`src/rtl/ps2_frame_rx.sv`:
```
// PS/2 keyboard frame receiver: sync + glitch filter, 11-bit frame decode, E0/F0 prefix folding.
// Raw stop-bit fall to valid is 2 sync + FILT + 2 clk cycles; no backpressure, valid/err are 1-cycle pulses.
module ps2_frame_rx #(
  parameter int FILT        = 8,
  parameter int TIMEOUT_CYC = 14318
) (
  input  logic       clk,
  input  logic       reset_n,
  input  logic       ps2_clk,
  input  logic       ps2_data,
  output logic [7:0] code,
  output logic       ext,
  output logic       brk,
  output logic       valid,
  output logic       err,
  output logic       busy
);

  localparam int FW = (FILT > 1) ? $clog2(FILT) : 1;
  localparam int TW = $clog2(TIMEOUT_CYC + 1);

  typedef enum logic [1:0] {IDLE, DATA, PARITY, STOP} state_t;

  logic [1:0]    clk_sync_q, clk_sync_d, dat_sync_q, dat_sync_d;
  logic          clk_filt_q, clk_filt_d, dat_filt_q, dat_filt_d;
  logic [FW-1:0] clk_cnt_q, clk_cnt_d, dat_cnt_q, dat_cnt_d;
  logic          clk_prev_q, clk_prev_d, fall_q, fall_d;

  state_t        state_q, state_d;
  logic [7:0]    shift_q, shift_d;
  logic [2:0]    bit_cnt_q, bit_cnt_d;
  logic          par_q, par_d;
  logic [TW-1:0] to_cnt_q, to_cnt_d;
  logic          ext_pend_q, ext_pend_d, brk_pend_q, brk_pend_d;
  logic [7:0]    code_q, code_d;
  logic          ext_q, ext_d, brk_q, brk_d, valid_q, valid_d, err_q, err_d;

  // Filtered level only flips after the synchronized level disagrees for FILT straight cycles.
  always_comb begin
    clk_sync_d = {clk_sync_q[0], ps2_clk};
    dat_sync_d = {dat_sync_q[0], ps2_data};
    clk_filt_d = clk_filt_q;
    clk_cnt_d  = '0;
    if (clk_sync_q[1] != clk_filt_q) begin
      if (clk_cnt_q == FW'(FILT - 1)) clk_filt_d = clk_sync_q[1];
      else                            clk_cnt_d  = clk_cnt_q + 1'b1;
    end
    dat_filt_d = dat_filt_q;
    dat_cnt_d  = '0;
    if (dat_sync_q[1] != dat_filt_q) begin
      if (dat_cnt_q == FW'(FILT - 1)) dat_filt_d = dat_sync_q[1];
      else                            dat_cnt_d  = dat_cnt_q + 1'b1;
    end
    clk_prev_d = clk_filt_q;
    fall_d     = clk_prev_q & ~clk_filt_q;
  end

  always_comb begin
    state_d    = state_q;
    shift_d    = shift_q;
    bit_cnt_d  = bit_cnt_q;
    par_d      = par_q;
    to_cnt_d   = '0;
    ext_pend_d = ext_pend_q;
    brk_pend_d = brk_pend_q;
    code_d     = code_q;
    ext_d      = ext_q;
    brk_d      = brk_q;
    valid_d    = 1'b0;
    err_d      = 1'b0;

    case (state_q)
      IDLE: begin
        if (fall_q) begin
          if (!dat_filt_q) begin
            state_d   = DATA;
            bit_cnt_d = '0;
          end else begin
            err_d = 1'b1;
          end
        end
      end
      DATA: begin
        if (fall_q) begin
          shift_d   = {dat_filt_q, shift_q[7:1]};
          bit_cnt_d = bit_cnt_q + 1'b1;
          if (bit_cnt_q == 3'd7) state_d = PARITY;
        end
      end
      PARITY: begin
        if (fall_q) begin
          par_d   = dat_filt_q;
          state_d = STOP;
        end
      end
      STOP: begin
        if (fall_q) begin
          state_d = IDLE;
          if ((^{shift_q, par_q}) && dat_filt_q) begin
            if (shift_q == 8'hE0) begin
              ext_pend_d = 1'b1;
            end else if (shift_q == 8'hF0) begin
              brk_pend_d = 1'b1;
            end else begin
              code_d     = shift_q;
              ext_d      = ext_pend_q;
              brk_d      = brk_pend_q;
              valid_d    = 1'b1;
              ext_pend_d = 1'b0;
              brk_pend_d = 1'b0;
            end
          end else begin
            err_d = 1'b1;
          end
        end
      end
      default: state_d = IDLE;
    endcase

    // A fall in the expiry cycle restarts the count instead of timing out.
    if (state_q != IDLE) begin
      if (fall_q) begin
        to_cnt_d = '0;
      end else if (to_cnt_q == TW'(TIMEOUT_CYC - 1)) begin
        err_d     = 1'b1;
        state_d   = IDLE;
        bit_cnt_d = '0;
        shift_d   = '0;
      end else begin
        to_cnt_d = to_cnt_q + 1'b1;
      end
    end

    if (err_d) begin
      ext_pend_d = 1'b0;
      brk_pend_d = 1'b0;
    end
  end

  always_ff @(posedge clk or negedge reset_n) begin
    if (!reset_n) begin
      clk_sync_q <= '1;
      dat_sync_q <= '1;
      clk_filt_q <= 1'b1;
      dat_filt_q <= 1'b1;
      clk_cnt_q  <= '0;
      dat_cnt_q  <= '0;
      clk_prev_q <= 1'b1;
      fall_q     <= 1'b0;
      state_q    <= IDLE;
      shift_q    <= '0;
      bit_cnt_q  <= '0;
      par_q      <= 1'b0;
      to_cnt_q   <= '0;
      ext_pend_q <= 1'b0;
      brk_pend_q <= 1'b0;
      code_q     <= '0;
      ext_q      <= 1'b0;
      brk_q      <= 1'b0;
      valid_q    <= 1'b0;
      err_q      <= 1'b0;
    end else begin
      clk_sync_q <= clk_sync_d;
      dat_sync_q <= dat_sync_d;
      clk_filt_q <= clk_filt_d;
      dat_filt_q <= dat_filt_d;
      clk_cnt_q  <= clk_cnt_d;
      dat_cnt_q  <= dat_cnt_d;
      clk_prev_q <= clk_prev_d;
      fall_q     <= fall_d;
      state_q    <= state_d;
      shift_q    <= shift_d;
      bit_cnt_q  <= bit_cnt_d;
      par_q      <= par_d;
      to_cnt_q   <= to_cnt_d;
      ext_pend_q <= ext_pend_d;
      brk_pend_q <= brk_pend_d;
      code_q     <= code_d;
      ext_q      <= ext_d;
      brk_q      <= brk_d;
      valid_q    <= valid_d;
      err_q      <= err_d;
    end
  end

  assign code  = code_q;
  assign ext   = ext_q;
  assign brk   = brk_q;
  assign valid = valid_q;
  assign err   = err_q;
  assign busy  = (state_q != IDLE);

endmodule

```
`config.mk`:
```
export PLATFORM = sky130hd
export DESIGN_NAME = ps2_frame_rx
export DESIGN_NICKNAME = d
export VERILOG_FILES = /design/src/rtl/ps2_frame_rx.sv
export SDC_FILE = /design/constraint.sdc
export NUM_CORES = 1
export LEC_CHECK = 0
export CAP_MARGIN = 20
export CORE_ASPECT_RATIO = 0.75
export CORE_MARGIN = 3
export CORE_UTILIZATION = 35
export CTS_CLUSTER_DIAMETER = 200
export CTS_CLUSTER_SIZE = 20
export DETAILED_ROUTE_END_ITERATION = 8
export SLEW_MARGIN = 25
export SYNTH_ARGS = -nofsm -noshare
export SYNTH_HDL_FRONTEND = slang
export SYNTH_SLANG_ARGS = --single-unit
```
`constraint.sdc`:
```
create_clock -name clk -period 4.8 [get_ports clk]
set_input_delay 1.44 -clock clk [delete_from_list [all_inputs] [get_ports clk]]
set_output_delay 1.44 -clock clk [all_outputs]
set_load 0.01 [all_outputs]
```
-- Yosys cells after proc, flatten, opt, wreduce, memory -nomap -nowiden
Index checks and enable logic that the tools add are counted.
- mux-type cells: 54
- equality and inequality tests: 13
- reductions and logical operators: 13
- bitwise gates (word level): 4
- $add $sub $neg: 4
- operators with widths (cell ; number):
    14-bit 2-to-1 mux ; 3
    8-bit 2-to-1 mux ; 5
    3-bit 2-to-1 mux ; 10
    1-bit 2-to-1 mux ; 24
    2-bit 2-to-1 mux ; 9
    8-bit == test (second input constant) ; 2
    14-bit by 1-bit adder with 14-bit output (second input constant) ; 1
    14-bit == test (second input constant) ; 1
    3-bit by 1-bit adder with 3-bit output (second input constant) ; 3
    3-bit == test (second input constant) ; 3
    9-bit parity ; 1
    2-bit one-hot mux with 4 select lines ; 1
    4-bit AND reduction ; 2
    2-bit nonzero test ; 4
    3-bit one-hot mux with 2 select lines ; 1
    2-bit AND reduction ; 3
    5-bit AND reduction ; 1
    2-bit == test (second input constant) ; 2
    3-bit != test (second input constant) ; 1
    1-bit NOT ; 3
    2-bit by 1-bit == test with 1-bit output (second input constant) ; 1
    2-bit zero test ; 1
    1-bit != test ; 2
    2-bit != test (second input constant) ; 1
    other kinds (3) ; 3
- output and inout bits: 13
- bits of input ports: 4
- flip-flop bits (word level): 56

-- Longest topological paths before layout
Gate-level depths: netlist of run 1.
- depth after elaboration: 10
- gate-level depth with buffers: 8

-- Least setup slack after synthesis of run 1
Ideal clock, no wire load.
- path kind: reg2out
- start point: register state_q[0]
- end point: output port busy
- data required time: 3.360 ns
- setup slack: 2.517 ns
- data arrival time: 0.843 ns
- stages on the path, launching flop included: 4
- path through: dfrtp_1 > inv_1 > ha_1 > inv_1
- longest elaborated chain between the ends: 1
- ends and longest elaborated chain (element ; RTL line ; RTL):
    start: declaration ; 29 ; state_t state_q, state_d;
    start signal: assignment ; 171 ; state_q <= state_d;
    2-bit nonzero test ; 191 ; assign busy = (state_q != IDLE);
    end: declaration ; 16 ; output logic busy
Every way passes these cells.

-- Worst setup path in the final report of run 1
Same ends and word-level chain as after synthesis.

==> summary.txt, run 1 <==
Setup path
  – Critical Path AT: 1.78 ns
  – Critical path class: reg -> out
  – Worst EP required: roughly 3.4 ns
  – Startpoint Class: flip-flop
  – Maximum fanout along the worst path: 6
  – Setup crit end kind: output port

Die
  – Die Span Y: 81.0 um
  – IO Count: 17
  – Die Width: ~110 um
  – Die area: 0.00858 mm^2
  – Rows: 26
  – Core area: 0.00703 mm^2
  – Starting density of the core: 37.3%

GRT
  – Vias in the first global route: 1,615
  – Largest net degree at the start of global routing: 57
  – First-pass GRT wire length: 7580 um
  – Initial antenna violation count: 0
  – GRT overflow: 0
  – GRT Resource Usage Total: approximately 11%

Power and ir drop
  – Switching share of power: 29.4%
  – Gate power share: approximately 16%
  – Reg power frac: a little over half
  – P_sw: about 0.32 mW
  – VDD IR-drop max: 0.128 mV
  – Leakage: between 1 and 1.5 nW
  – Clock Power Share: around 30%
  – Pwr Density: 358 mW/mm^2
  – Internal power: 0.757 mW
  – Tot Pwr: around 1.1 mW

Yosys
  – Cell with the most instances after synthesis: dfrtp_1
  – Share of the synthesized area in the top cell type: a little under half
  – Synth Net Count: ~250
  – Cell Area, Synth: between 0.002 and 0.003 mm^2
  – Post-synthesis average cell area: 11.2 um^2
  – Sequential fraction of the synthesis area: 53.7%
  – Commonest cells post-synth: 49 x dfrtp_1, 26 x nor2_1, 20 x nand2_1
  – Yosys reg bits: 56
  – Yosys warns: 0
  – Count of cell types in the netlist: 39
  – Number of synthesized flops with an enable pin: 0
  – Syn Inst Count: 235
  – Area contributors post-synth: dfrtp_1 47%, dfstp_2 7.0%, ha_1 5.7%, xor2_1 4.0%, nor2_1 3.7%
  – Synth area leader: dfrtp_1
  – Post-Synth Adder-Cell Area: under 10%
  – Complex-gate fraction of the synthesized area: under 10%
  – Simple-Gate Fraction of Synth Area: 16.8%
  – Most used DFF post-synth: dfrtp_1
  – Largest family of logic cells by synthesized area: simple AND/OR/NAND/NOR gates
  – Async SR Flop Fraction: 100%
  – Multiplexer share of the synthesized area: about 6%
  – Synth Area in XOR/XNOR: 7.58%

Timing
  – Post-route minimum period: approximately 3.2 ns
  – Slew Viols, Final: 0
  – Final-report hold violation count: 0
  – Final setup vio count: 0
  – Fmax: ~310 MHz
  – Slew @ Worst Pin: 0.702 ns
  – Period utilisation layout: 67.0%
  – Clk_skew: 0.0172 ns
  – RSZ-0062 raised after global routing: false
  – Setup TNS: 0 ns
  – Rel. slew slack: a little over half
  – Post-layout worst setup margin: around 1.6 ns

Clock tree
  – Worst-skew pair later-pin latency: between 0.3 and 0.4 ns
  – CTS tree: built
  – # H-tree levels: 2
  – Total CTS buffers: 5
  – Clock sink count: between 50 and 60
  – Longest Clk Path Bufs: 2
  – Clock root cell: clkbuf_8
  – Post-CTS Hold Buffers: 0
  – Postcts setup bufs: 0
  – Worst-path clk slew: about 0.090 ns
  – Cts repair resizes: 0

Cells and area
  – Util after Layout: a little over two fifths
  – Antenna diodes: 0
  – Post-layout nets: 268
  – Final non-filler cell total: approximately 350
  – Area grow syn2layout: 14.2%
  – # fillers: approximately 690
  – Share of post-route cells with drive strength above 1: 14.6%

Place
  – GPL Wtd Cong: between 0.7 and 0.8
  – Port bufs: 16
  – Pre-CTS setup slack: between 1.5 and 2 ns
  – Post-Place Cells: 343
  – Detail Placement HPWL: around 2900 um

Route
  – Average wire per standard cell: ~12 um
  – Vias per Instance: around 4.8
  – Routed via count: roughly 1,700
  – Routed wire length: about 4300 um
  – DRC viols: 0
  – Post-DRT Antenna Nets: 0
  – Detailed-router iteration count before antenna repair: 4
  – First DRT Iteration DRCs: 76

Run
  – # Max-Cap Violations: 0

Outcome
  – Status: complete, no violations

Min path
  – Hold Crit Class: reg -> reg
[cell type report]
class / instances / area, um^2 / area share, %
clock inverters: 3 / 47.5 / 1.59
flip-flops and latches: 56 / 1410 / 47.1
multi-input cells: 163 / 1150 / 38.3
well taps: 98 / 123 / 4.09
repair buffers: 18 / 170 / 5.68
inverters: 8 / 30.0 / 1.00
clock buffers: 5 / 68.8 / 2.30
[routing by layer]
metal,global-route usage [%],share of wire [%],up-vias
met3,2.94,3.9,5
met4,3.10,0.85,0
met2,16.7,43,22
met1,15.0,52,801
met5,0,0,-
li1,-,-,844
[cell usage in the layout, fill, tap and decap left out, drive strengths merged, types with 3 or more instances in the layout]
cell and n:
nor2 26, nor3 4, clkbuf 5, nand2 20, mux2 12, buf 3, a21oi 16, clkdlybuf4s50 15
nand3 17, dfstp 7, xnor2 8, xor2 12, inv 8, and2 3, o21ai 4, ha 12
dfrtp 49
[through the flow]
step	hold slack [ns]	cell area [um^2]
2_1_floorplan	0.345	2620
3_3_place_gp	0.348	2880
3_5_place_dp	0.349	2880
4_1_cts	0.363	3000
5_1_grt	0.373	3000
6_report	0.361	3000
[logic make-up after synthesis]
| logic type | count (synthesis) |
|---|---|
| AOI/OAI and AO/OA | 30 |
| and+or+nand+nor | 88 |
| muxes | 12 |
| adders and majority gates | 12 |
| buffers and inverters | 16 |
| xor gates and xnor gates | 21 |
| DFF | 56 |
[path summary, 6_finish.rpt]
| check | from | end | slack [ns] | depth (start not counted) |
|---|---|---|---|---|
| hold reg to reg | clk_sync_q[0] | clk_sync_q[1] | 0.36 | 0 |
| min in group asynchronous | reset_n | ext | 1.25 | 2 |
| max in group asynchronous | reset_n | bit_cnt_q[2] | 3.08 | 2 |
| setup / recovery | state_q[0] | busy | 1.58 | 4 |
| hold / removal | clk_sync_q[0] | clk_sync_q[1] | 0.36 | 0 |
| setup reg to reg | shift_q[4] | code[0] | 2.66 | 4 |
[critical path, cell delays in order (launching register included)]
cell and delay [ns]:
dfrtp_1 0.45, inv_1 0.09, ha_1 0.26, inv_1 0.13, clkdlybuf4s50_1 0.55
[registers in the layout (all words and copies together) (netlist names), 2 cells and up]
register,count
to_cnt_q,14
dat_cnt_q,3
code,8
clk_cnt_q,3
state_q,2
bit_cnt_q,3
shift_q,8
dat_sync_q,2
clk_sync_q,2
[power groups by stage]
stage	sequential (mW)	clock (mW)	combinational (mW)
2_1_floorplan	0.564	0	0.147
3_3_place_gp	0.596	0	0.166
3_5_place_dp	0.598	0	0.168
4_1_cts	0.589	0.328	0.169
5_1_grt	0.600	0.344	0.192
6_report	0.588	0.319	0.166
Note: power is estimated with default switching activity, not from simulation.
==> run 2: changes to the inputs <==
Clock period 4.8 ns to 2.7 ns, I/O delays scaled along.
==> summary.txt, run 2 (synthesis results as in run 1) <==
Setup path
  – Critical path class: reg -> out
  – Worst path top cell family by delay: buffers and inverters
  – Setup crit end kind: output port
  – Maximum fanout along the worst path: 6 (unchanged)
  – Critical Path AT: 1.76 ns (-0.02 ns)
  – Critical Path Most Common Cell: inv_1
  – Critical path, cell by cell: inv_1 > ha_1 > inv_1 > clkdlybuf4s50_1
  – Worst EP required: 1.89 ns (-1.47 ns)
  – CP max-delay cell: clkdlybuf4s50_1
  – CP peak stage delay: 0.55 ns (about the same)
  – CP Buf/Inv Count: 3 (unchanged)
  – Startpoint Class: flip-flop

Clock tree
  – Clock sink count: 56 (unchanged)
  – Worst-skew pair later-pin latency: 0.30 ns (-0.02 ns)
  – Clock root cell: clkbuf_8
  – CTS tree: built
  – Postcts setup bufs: 0 (unchanged)
  – Worst-path clk slew: 0.09 ns (about the same)
  – Post-CTS Hold Buffers: 0 (unchanged)
  – Total CTS buffers: 5 (unchanged)
  – # H-tree levels: 2 (unchanged)
  – Longest Clk Path Bufs: 2 (unchanged)

Timing
  – Final-report hold violation count: 0 (unchanged)
  – Rel. slew slack: 62.9% (+9.8 points)
  – Post-layout worst setup margin: 0.134 ns (-1.45 ns)
  – Slew @ Worst Pin: 0.556 ns (-0.146 ns)
  – Final setup vio count: 0 (unchanged)
  – RSZ-0062 raised after global routing: false
  – Post-route minimum period: around 2.6 ns
  – Period utilisation layout: a little over nine tenths
  – Clk_skew: 0.00488 ns (-0.0123 ns)
  – Fmax: around 400 MHz
  – Setup TNS: 0 ns (unchanged)
  – Slew Viols, Final: 0 (unchanged)

Cells and area
  – Antenna diodes: 0 (unchanged)
  – Area grow syn2layout: 14.6%
  – Commonest non-fill, non-tap cell in the layout: dfrtp_1
  – Largest register FFs: 14 (unchanged)
  – Final Cell Area: 0.00301 mm^2 (+0.42%)
  – Most frequent cells in the layout: 48 x dfrtp_1, 26 x nor2_1, 20 x nand2_1
  – Largest Register: to_cnt_q
  – Share of post-route cells with drive strength above 1: 15.0% (+0.34 points)
  – Post-layout nets: 269 (+0.37%)

Die
  – Rows: 26 (unchanged)
  – Core area: 0.00703 mm^2 (unchanged)
  – Starting density of the core: 37.3% (unchanged)
  – IO Count: 17 (unchanged)
  – Die Span Y: 81.0 um (unchanged)
  – Die Width: 106 um (unchanged)
  – Die area: 0.00858 mm^2 (unchanged)

GRT
  – GRT overflow: 0 (unchanged)
  – Largest net degree at the start of global routing: 57 (unchanged)
  – First-pass GRT wire length: 7890 um (+4.2%)
  – Initial antenna violation count: 0 (unchanged)
  – GRT Resource Usage Total: 11.2% (+0.38 points)
  – Vias in the first global route: 1,726 (+6.9%)

Power and ir drop
  – Leakage: 1.36 nW (+0.40%)
  – Pwr Density: 628 mW/mm^2 (+75%)
  – Internal power: 1.35 mW (+78%)
  – Reg power frac: 54.4% (-0.4 points)
  – Switching share of power: 28.5% (-0.92 points)
  – P_sw: 0.539 mW (+71%)
  – VDD IR-drop max: 0.239 mV (+86%)
  – Gate power share: 17.3% (+1.8 points)
  – Clock Power Share: 28.3% (-1.5 points)

Route
  – Routed wire length: 4280 um (-1.2%)
  – Detailed-router iteration count before antenna repair: 6 (+2)
  – Routed via count: 1,676 (+0.24%)
  – Post-DRT Antenna Nets: 0 (unchanged)
  – DRC viols: 0 (unchanged)
  – Average wire per standard cell: 12.2 um (-1.4%)
  – First DRT Iteration DRCs: 48 (-37%)
  – Vias per Instance: 4.76 (about the same)

Outcome
  – Status: complete, no violations

Place
  – Port bufs: 16 (unchanged)
  – GPL Wtd Cong: 0.744 (+5.8%)
  – Detail Placement HPWL: 3020 um (+3.3%)
  – Pre-CTS setup slack: 0.430 ns (-1.48 ns)
  – Post-DP Area: 0.00290 mm^2 (+0.70%)

Run
  – # Max-Cap Violations: 0 (unchanged)

Min path
  – Hold Crit Class: reg -> reg
## run 2: changes by cell type in the layout (fill, tap and decap cells not counted)
cell	before	now
clkbuf_1	0	1
buf_12	0	1
dfrtp_1	49	48
clkinv_4	2	0
dfrtp_2	0	1
clkinv_2	0	1
## run 2: final cells by class
class                           instances  area (um^2)
Clock buffer                            6         72.6
Multi-Input combinational cell        163         1150
Clock inverter                          2         35.0
Fill cell                             711         4020
Inverter                                8         30.0
Sequential cell                        56         1410
Tap cell                               98          123
Timing Repair Buffer                   19          190
## run 2: stage by stage
stage                     util, %  cells  hold WS (ns)  total power, mW
final                        42.8    352         0.361             1.89
after CTS                    42.8    352         0.362             1.92
after global placement       41.3    344         0.347             1.37
after detailed placement     41.3    344         0.348             1.38
after global routing         42.8    352         0.364             2.02
after floorplan                 -    235         0.345             1.26
## run 2: worst reg2reg max path, cell delays in order (launching register included)
cell,delay [ns]
dfrtp_1,0.47
xor2_1,0.18
xnor3_2,0.50
o2111ai_4,0.48
mux2_2,0.39
## run 2: what timing repair did
action	4_1_cts	5_1_grt
endpoints found under the setup margin	0	1
gates resized for setup	0	1
endpoints found under the hold margin	0	0
## run 2: final timing paths
path                          startpoint             to  slack (ns)  cells past startpoint
max                           state_q[0]           busy        0.13                      4
min                        dat_sync_q[0]  dat_sync_q[1]        0.36                      0
max reg2reg                   shift_q[4]        code[0]        0.58                      4
min reg2reg                dat_sync_q[0]  dat_sync_q[1]        0.36                      0
max in group asynchronous        reset_n     clk_prev_q        1.90                      2
min in group asynchronous        reset_n   dat_cnt_q[2]        0.48                      2
## run 2: metal layers
layer	share of wire, %	vias up	GRT usage, %
li1	-	847	-
met1	54	805	15.2
met2	41	19	17.9
met3	4.3	5	2.94
met4	0.70	0	2.72
met5	0	-	0
## run 2: power by group through the flow
stage / Sequential [mW] / Clock [mW] / Combinational, mW
4_1_cts: 1.03 / 0.560 / 0.334
2_1_floorplan: 1.00 / 0 / 0.262
6_report: 1.03 / 0.535 / 0.327
5_1_grt: 1.05 / 0.591 / 0.384
3_5_place_dp: 1.04 / 0 / 0.332
3_3_place_gp: 1.04 / 0 / 0.325
==> run 3: changes to the inputs <==
Settings changed: CORE_MARGIN 3 to unset.
==> summary.txt, run 3 (synthesis results as in run 1) <==
Outcome
  – Status: complete, no violations

GRT
  – GRT Resource Usage Total: 12.3% (+1.2 points)
  – Initial antenna violation count: 0 (unchanged)
  – Largest net degree at the start of global routing: 57 (unchanged)
  – First-pass GRT wire length: 7660 um (-3.0%)
  – Vias in the first global route: 1,608 (-6.8%)
  – GRT overflow: 0 (unchanged)

Setup path
  – Worst EP required: 1.89 ns (about the same)
  – CP max-delay cell: clkdlybuf4s50_1
  – CP Buf/Inv Count: 3 (unchanged)
  – Critical path class: reg -> out
  – Worst path top cell family by delay: buffers and inverters
  – Critical path, cell by cell: inv_1 > ha_1 > inv_1 > clkdlybuf4s50_1
  – Critical Path AT: 1.76 ns (about the same)
  – Startpoint Class: flip-flop
  – Maximum fanout along the worst path: 6 (unchanged)
  – CP peak stage delay: 0.55 ns (about the same)
  – Critical Path Most Common Cell: inv_1
  – Setup crit end kind: output port
  – R2R Setup Slk: 0.56 ns (-0.02 ns)

Timing
  – Slew @ Worst Pin: 0.582 ns (+0.0260 ns)
  – Final-report hold violation count: 0 (unchanged)
  – Period utilisation layout: 95.3% (+0.29 points)
  – Setup TNS: 0 ns (unchanged)
  – Fmax: 388 MHz (-0.30%)
  – Slew Viols, Final: 0 (unchanged)
  – Post-route minimum period: 2.57 ns (+0.00772 ns)
  – Rel. slew slack: 61.2% (-1.7 points)
  – RSZ-0062 raised after global routing: false
  – Final setup vio count: 0 (unchanged)
  – Clk_skew: 0.00427 ns (-0.000611 ns)

Power and ir drop
  – Tot Pwr: 1.81 mW (-4.1%)
  – Leakage: 1.35 nW (-0.71%)
  – VDD IR-drop max: 0.223 mV (-6.3%)
  – Pwr Density: 606 mW/mm^2 (-3.5%)

Die
  – Rows: 26 (unchanged)
  – Starting density of the core: 37.3% (unchanged)
  – Die Width: 102 um (-3.8%)
  – Die area: 0.00785 mm^2 (-8.5%)
  – IO Count: 17 (unchanged)
  – Die Span Y: 77.0 um (-4.9%)
  – Core area: 0.00703 mm^2 (unchanged)

Clock tree
  – Postcts setup bufs: 0 (unchanged)
  – Total CTS buffers: 5 (unchanged)
  – Worst-path clk slew: 0.09 ns (about the same)
  – Clock sink count: 56 (unchanged)
  – Longest Clk Path Bufs: 2 (unchanged)
  – Clock root cell: clkbuf_8
  – Post-CTS Hold Buffers: 0 (unchanged)
  – CTS tree: built
  – Cts repair resizes: 0 (unchanged)
  – # H-tree levels: 2 (unchanged)
  – Worst-skew pair later-pin latency: 0.30 ns (about the same)

Route
  – Post-DRT Antenna Nets: 0 (unchanged)
  – DRC viols: 0 (unchanged)
  – Average wire per standard cell: 12.5 um (+2.5%)
  – Routed wire length: 4390 um (+2.5%)
  – First DRT Iteration DRCs: 53 (+10%)
  – Vias per Instance: 4.86 (+2.0%)
  – Detailed-router iteration count before antenna repair: 6 (unchanged)
  – Routed via count: 1,710 (+2.0%)

Cells and area
  – Final Cell Area: 0.00299 mm^2 (-0.58%)
  – Area grow syn2layout: 14.0%
  – Commonest non-fill, non-tap cell in the layout: dfrtp_1
  – Post-layout nets: 269 (unchanged)
  – Largest register FFs: 14 (unchanged)
  – Antenna diodes: 0 (unchanged)
  – Most frequent cells in the layout: 48 x dfrtp_1, 26 x nor2_1, 20 x nand2_1
  – Largest Register: to_cnt_q
  – Share of post-route cells with drive strength above 1: 14.6% (-0.39 points)

Place
  – Port bufs: 16 (unchanged)
  – Detail Placement HPWL: 3030 um (+0.53%)
  – GPL Wtd Cong: 0.793 (+6.7%)
  – Post-DP Area: 0.00290 mm^2 (unchanged)

Min path
  – Hold Crit Class: reg -> reg

Run
  – # Max-Cap Violations: 0 (unchanged)
run 3: changes by cell type in the layout (fill, tap and decap cells not counted), sizes merged:
cell	change
clkinv	-1
bufinv	-1
clkbuf	+2
run 3: routing by layer:
metal	GRT usage [%]	vias up	share of wire [%]
met1	18.0	817	53
li1	-	849	-
met3	3.28	6	4.4
met2	17.9	38	41
met5	0	-	0
met4	3.43	0	1.0
run 3: area by class of cell:
type | count | area [um^2]
tap | 98 | 123
multi-input combinational | 163 | 1150
sequential | 56 | 1410
timing repair buffer | 19 | 190
clock buffer | 8 | 90.1
fill | 697 | 4040
inverter | 8 | 30.0
run 3: path summary, 6_finish.rpt:
kind | from | endpoint | cells past startpoint
setup / recovery | state_q[0] | busy | 4
hold / removal | clk_sync_q[0] | clk_sync_q[1] | 0
setup reg to reg | shift_q[4] | code[0] | 4
hold reg to reg | clk_sync_q[0] | clk_sync_q[1] | 0
max in group asynchronous | reset_n | clk_sync_q[1] | 2
min in group asynchronous | reset_n | dat_cnt_q[0] | 2
run 3: power breakdown:
| part | switching [mW] | internal, mW | leakage, nW | total (mW) |
|---|---|---|---|---|
| Clock | 0.247 | 0.210 | 0.0455 | 0.457 |
| Combinational | 0.206 | 0.132 | 0.555 | 0.338 |
| Sequential | 0.0752 | 0.942 | 0.749 | 1.02 |
| Total | 0.528 | 1.28 | 1.35 | 1.81 |
run 3: metrics by stage:
stage	setup WS, ns	hold WS [ns]	std cells	utilization [%]
floorplan	0.795	0.345	235	-
global placement	0.492	0.345	344	41.3
detailed placement	0.429	0.348	344	41.3
CTS	0.0735	0.362	352	42.5
global route	0.0255	0.364	352	42.6
finish	0.126	0.360	352	42.6
run 3: worst register-to-register path, stage by stage (launching register included):
cell and delay [ns]:
dfrtp_1 0.47, xor2_1 0.19, xnor3_2 0.51, o2111ai_4 0.48, mux2_2 0.39
